### config.mk
export PLATFORM = sky130hd
export DESIGN_NAME = float_wb_scheduler
export DESIGN_NICKNAME = d
export VERILOG_FILES = /design/src/rtl/float_wb_scheduler.sv
export SDC_FILE = /design/constraint.sdc
export NUM_CORES = 1
export LEC_CHECK = 0
export CORE_AREA = 2 2 144 146
export DETAILED_ROUTE_END_ITERATION = 8
export DIE_AREA = 0 0 146 148
export PLACE_DENSITY = 0.54
export SLEW_MARGIN = 20
export SYNTH_ARGS = -nofsm -noshare
export SYNTH_HDL_FRONTEND = slang
export SYNTH_SLANG_ARGS = --single-unit
### constraint.sdc
create_clock -name clk -period 4.58 [get_ports clk]
set_clock_uncertainty 0.2 [all_clocks]
set_input_delay 0.687 -clock clk [delete_from_list [all_inputs] [get_ports clk]]
set_output_delay 0.687 -clock clk [all_outputs]
set_load 0.02 [all_outputs]
### src/rtl/float_wb_scheduler.sv
// Float register-file write-port arbiter with a busy scoreboard.
// Round-robin result writeback plus RAW/WAW stall generation for issue.
module float_wb_scheduler #(
    parameter int NREQ = 3,
    parameter int DW   = 32
) (
    input  logic              clk,
    input  logic              rstn,
    input  logic              clken,
    input  logic [NREQ-1:0]   req_valid,
    input  logic [NREQ*5-1:0] req_rd,
    input  logic [NREQ*DW-1:0] req_data,
    output logic [NREQ-1:0]   req_ready,
    output logic [4:0]        rdi,
    output logic [DW-1:0]     write_data,
    output logic              reg_write,
    input  logic              issue_valid,
    input  logic [14:0]       issue_rs,
    input  logic [2:0]        issue_rs_used,
    input  logic [4:0]        issue_rd,
    input  logic              issue_rd_used,
    output logic              issue_stall,
    output logic [31:0]       busy
);

    localparam int IW = (NREQ > 1) ? $clog2(NREQ) : 1;

    logic [IW-1:0] rr_q, rr_d;
    logic [31:0]   busy_q, busy_d;
    logic [4:0]    rdi_q;
    logic [DW-1:0] wdata_q;
    logic          we_q;

    logic          gvld;
    logic [IW-1:0] gidx;
    logic [IW:0]   s;
    logic [4:0]    g_rd;
    logic [DW-1:0] g_dat;
    logic [31:0]   wr_oh, eb;
    logic          haz;

    // Search starts at rr and wraps modulo NREQ.
    always_comb begin
        gvld = 1'b0;
        gidx = '0;
        s    = '0;
        for (int k = 0; k < NREQ; k++) begin
            s = {1'b0, rr_q} + (IW+1)'(k);
            if (s >= (IW+1)'(NREQ)) s = s - (IW+1)'(NREQ);
            if (!gvld && req_valid[s[IW-1:0]]) begin
                gvld = 1'b1;
                gidx = s[IW-1:0];
            end
        end
    end

    always_comb begin
        g_rd  = '0;
        g_dat = '0;
        for (int i = 0; i < NREQ; i++) begin
            if (gvld && gidx == IW'(i)) begin
                g_rd  = req_rd[i*5 +: 5];
                g_dat = req_data[i*DW +: DW];
            end
        end
    end

    assign rr_d = (gidx == IW'(NREQ-1)) ? '0 : gidx + 1'b1;

    always_comb begin
        req_ready = '0;
        if (gvld && clken && rstn) req_ready[gidx] = 1'b1;
    end

    // A register written this cycle is forwarded by the register file.
    assign wr_oh = we_q ? (32'd1 << rdi_q) : 32'd0;
    assign eb    = busy_q & ~wr_oh;

    always_comb begin
        haz = 1'b0;
        for (int k = 0; k < 3; k++) begin
            if (issue_rs_used[k] && eb[issue_rs[k*5 +: 5]]) haz = 1'b1;
        end
        if (issue_rd_used && eb[issue_rd]) haz = 1'b1;
    end

    assign issue_stall = ~clken | (issue_valid & haz);

    always_comb begin
        busy_d = busy_q;
        if (we_q) busy_d[rdi_q] = 1'b0;
        if (issue_valid && issue_rd_used && !issue_stall) busy_d[issue_rd] = 1'b1;
    end

    always_ff @(posedge clk or negedge rstn) begin
        if (!rstn) begin
            rr_q    <= '0;
            busy_q  <= '0;
            rdi_q   <= '0;
            wdata_q <= '0;
            we_q    <= 1'b0;
        end else if (clken) begin
            busy_q <= busy_d;
            we_q   <= gvld;
            if (gvld) begin
                rdi_q   <= g_rd;
                wdata_q <= g_dat;
                rr_q    <= rr_d;
            end
        end
    end

    assign rdi        = rdi_q;
    assign write_data = wdata_q;
    assign reg_write  = we_q;
    assign busy       = busy_q;

endmodule

# Yosys cells after proc, flatten, opt, wreduce, memory -nomap -nowiden

Cells that the tools add are included.
Widths: inputs -> output; s select.

$add $sub $neg: 6
Multiply operators: 0
Divide/modulo/power cells: 0
$lt $le $gt $ge: 15
Equal/unequal tests: 2
Shifts and indexed selects: 1
Mux-type cells: 44
Bitwise logic cells: 8
Reduce and logical (&&, ||, !) cells: 21

Operators by type and width:

| cell                 | number |
|---|---|
| $mux 32              | 6 |
| $and 32x32->32       | 2 |
| $not 32->32          | 2 |
| $or 32x32->32        | 1 |
| $shl 1x5->32 const A | 1 |
| $lt 5x6->1 const B   | 5 |
| $bmux 1 s5           | 4 |
| $mux 1               | 17 |
| $logic_and 1x1->1    | 16 |
| $mux 5               | 3 |
| $mux 2               | 7 |
| $lt 2x3->1 const B   | 4 |
| $demux 1 s5          | 2 |
| $ge 5x1->1 const B   | 2 |
| $bmux 1 s2           | 3 |
| $ge 3x2->1 const B   | 2 |
| $sub 2x2->2 const B  | 3 |
| $add 2x1->3 const B  | 1 |
| $add 2x2->3 const B  | 1 |
| $logic_not 1->1      | 3 |
| $mux 3               | 1 |
| $add 2x1->2 const B  | 1 |
| $demux 1 s2          | 1 |
| $eq 2x1->1 const B   | 1 |
| 8 further kinds      | 8 |

Bits in registers: 72
Bits in latches: 0
RAM bits: 0
Bits in read-only memories: 0
Bits of input ports: 142
Output and inout bits: 74
Memories kept: 0

# Logic depth before layout (Yosys ltp)

Depth after elaboration: 16
Gate-level depth with buffers: 12
Mapped depth without buffers: 9

# Worst setup path after synthesis

No wires, ideal clock.

Path kind: input to output
From: in issue_rs[5]
To: out issue_stall
Data arrival time: 2672 ps
Slack: 1021 ps
Stages on the path: 11
Path buffers: 3
Path through: buf_6 buf_6 mux2i_1 nor3_1 a2111oi_4 nand3_1 a311oi_2 a2bb2oi_2 nand4_4 buf_6 a21bo_2

Longest elaborated chain between the ends: 8

Ends and longest elaborated chain:

| what                         | RTL line | RTL |
|---|---|---|
| start, declared              | 18       | `input logic [14:0] issue_rs,` |
| $bmux 1 s5                   | 82       | `if (issue_rs_used[k] && eb[issue_rs[k*5 +: 5]]) haz = 1'b1;` |
| $mux 1 (implied by the code) | 82       |  |
| $logic_and 1x1->1            | 82       |  |
| $mux 1 (2 in a row)          | 82       |  |
| $mux 1                       | 84       | `if (issue_rd_used && eb[issue_rd]) haz = 1'b1;` |
| $and 1x1->1                  | 87       | `assign issue_stall = ~clken \| (issue_valid & haz);` |
| $or 1x1->1                   | 87       |  |
| end, declared                | 22       | `output logic issue_stall,` |

No other way between the ends. The select of a mux whose other input is x is not followed.

# Worst setup path in the final report

Ends and elaborated chain as after synthesis.

==> metrics.cfg <==
[drt]
drt_iter0_drc = 493
wl_um = 25500
wl_per_cell_um = 20.9
via_per_inst = 5.63
dr.pass1.iters = 7
drc = 0
ant_nets = 0
vias = 6874

[critical_path]
crit_arrival_ps = 3620
reg2reg_depth = 9
cp-endpoint = issue_stall
timing.reg2reg.setup_slack_ps = 1100
critPathKind = input port to primary output
cpPeakStageDelay_ps = 540
reg2reg_to = busy[0]
r2r-start = rdi[1]
cp-end-kind = primary output
crit_chain = clkdlybuf4s50_1, buf_4, mux2i_1, o22ai_1, a2111oi_2, o31ai_1, o21ai_1, a2bb2oi_2, nand4_4, a21bo_2, dlygate4sd2_1
startpoint_type = input port
crit_required_ps = 3690
worst_path_max_delay_cell = clkdlybuf4s50_1
path_max_fanout = 4
crit_path_start = issue_rs[5]

[floorplanning]
fp.dieH_um = 148
rows = 52
initial_core_util = 0.297
fp.coreArea_um2 = 20000
fp.dieW_um = 146
die_area_um2 = 21600
ios = 216

[sta]
min_period_ps = 4500
hold_viol_final = 0
worst_pin_slew_ps = 666
fmax_mhz = 222
post-route-period-util = 0.983
relSlewSlack = 0.556
setup_viol = 0
rsz0062_at_grt = false
final_max_slew_viol_count = 0
fin_tns_setup_ps = 0

[clock_network]
cts_buffers = 9
clock_sinks = 72
clockBufferDepth = 2
ctsRootBufferMaster = clkbuf_16
cts_max_level = 3
insertion_delay_ps = 340
cts_tree = built
clk_pin_slew_ps = 60
cts_setup_buffers = 0

[yosys]
yosys_warnings = 0
ys_types = 72
synth-seq-cells = 72
yosysSeqAreaShare = 0.303
synth_area_um2 = 5950
synth_edf_count = 0
synth_nets = 891
syn_avg_cell_area_um2 = 7.96
netlist_instances = 747
synth_async_sr_flop_share = 1.00
synthFlopType = dfrtp_1

[finish]
layout_commonest_cell = clkdlybuf4s50_1
layout_common_cells = clkdlybuf4s50_1 (213), o21ai_0 (130), nand2_1 (98)
syn2layout_area_growth_pct = 47.5
seq_area_um2 = 1800
nNetsFinal = 1091
fin_cells = 1222
diodes = 0
n_fill_cell = 2122
drive_gt1_frac = 0.105
multi_input_area_um2 = 3760

[hold_path]
worstHoldPathType = input port to asynchronous set/reset pin

[global_route]
grt_usage = 0.234
grt_pass1_wl_um = 39500
antenna_found_initial = 0
grt_pass1_vias = 6681
overflow = 0
grt_max_degree = 79

[power_and_ir_drop]
ir_worst_vdd_uv = 211
p_per_area_nw_per_um2 = 503
internal_power_w = 0.00235
power_frac_clock = 0.160
seq_power_share = 0.249
switchingPower_w = 0.00206
p_sw_frac = 0.467
combPwrFrac = 0.591
p_leak_nw = 3.38

[flow_run]
maxCapViolCount = 0

[place]
hpwl_um = 19700
place.gp.congestion = 0.913
place_inst = 1206
port_buffers = 215

[status]
status = finished, final reports clean

worst min-delay path by stage:
stage                              start        endpoint  slack, ps
after floorplan                     rstn         busy[0]        190
after global routing                rstn        busy[25]        110
after global placement    write_data[12]  write_data[12]        260
after CTS                           rstn        busy[25]         90
final                               rstn        busy[24]         90
after detailed placement   write_data[8]   write_data[8]        270
critical path, delay by kind of cell:
| family | cells | cell delay (ps) |
|---|---|---|
| AND/OR/NAND/NOR | 1 | 130 |
| AO/OA/AOI/OAI | 6 | 1480 |
| multiplexers | 1 | 280 |
| buffers and inverters | 3 | 1010 |
cells by family after synthesis:
family          count (synthesis)  share of synthesized area
simple gates                  283                      0.252
compound gates                266                      0.295
buf+inv                        88                     0.0713
flops                          72                      0.303
mux                            30                     0.0660
xor+xnor                        6                    0.00883
fa+ha+maj                       2                    0.00421
state kept, by name (all words and copies together), names as in the netlist:
signal,flops
busy,32
rdi,5
reg_write,1
rr_q,2
write_data,32
Yosys cell counts, types with 3 or more instances:
library cell,instances,area share
nor3_1,21,0.018
o21ai_0,132,0.11
nand3b_1,3,0.0038
clkbuf_1,45,0.028
xor2_1,4,0.0059
dfrtp_1,72,0.30
or3_1,8,0.0084
nor4_1,6,0.0063
nor2_1,15,0.0095
o31ai_1,28,0.035
o41ai_2,5,0.014
inv_1,17,0.011
nand4b_1,5,0.0074
mux4_2,7,0.027
o311ai_0,3,0.0044
buf_6,9,0.017
nand2_1,99,0.062
o2111ai_1,7,0.010
nor2b_1,4,0.0042
mux2i_1,19,0.032
buf_1,3,0.0019
buf_4,4,0.0050
nand4_1,6,0.0063
and3_1,5,0.0053
nand2b_1,9,0.0095
buf_2,9,0.0076
o22ai_1,5,0.0053
o21ai_1,10,0.0084
o211ai_1,36,0.045
o41ai_1,5,0.0074
mux2_2,4,0.0076
a21oi_1,7,0.0059
nand3_1,84,0.071
through the flow:
stage	setup slack, ps	util	power [W]	hold slack [ps]	cell area (um2)
6_report	77.9	0.438	0.00441	89.6	8770
3_5_place_dp	-134	0.423	0.00372	269	8470
5_1_grt	4.68	0.438	0.00472	107	8770
2_1_floorplan	1020	-	0.00258	191	5950
4_1_cts	151	0.438	0.00444	95.0	8770
3_3_place_gp	-103	0.423	0.00373	261	8470
power groups by stage:
| stage | clock network (W) | logic [W] | registers (W) |
|---|---|---|---|
| 2_1_floorplan | 0 | 0.00133 | 0.00125 |
| 3_3_place_gp | 0 | 0.00262 | 0.00110 |
| 3_5_place_dp | 0 | 0.00262 | 0.00110 |
| 4_1_cts | 0.000719 | 0.00263 | 0.00110 |
| 5_1_grt | 0.000753 | 0.00284 | 0.00113 |
| 6_report | 0.000704 | 0.00261 | 0.00110 |
routing by layer:
| metal | wire [um] | track usage | vias up |
|---|---|---|---|
| met5 | 0 | 0 | - |
| met4 | 733 | 0.0782 | 0 |
| met3 | 1990 | 0.0586 | 52 |
| met2 | 12400 | 0.400 | 329 |
| met1 | 10400 | 0.288 | 3263 |
| li1 | - | - | 3230 |
layout make-up:
type | count | share of cell area
Multi-Input combinational cell | 587 | 0.429
Timing Repair Buffer | 259 | 0.285
Sequential cell | 72 | 0.205
Tap cell | 270 | 0.0385
Clock buffer | 10 | 0.0272
Inverter | 18 | 0.00770
Clock inverter | 6 | 0.00670
repair_timing:
action / 4_1_cts / 5_1_grt
resized for setup: 3 / 0
endpoints found under the setup margin: 1 / 0
hold buffers: 0 / 0
Note: power is estimated with default switching activity, not from simulation.
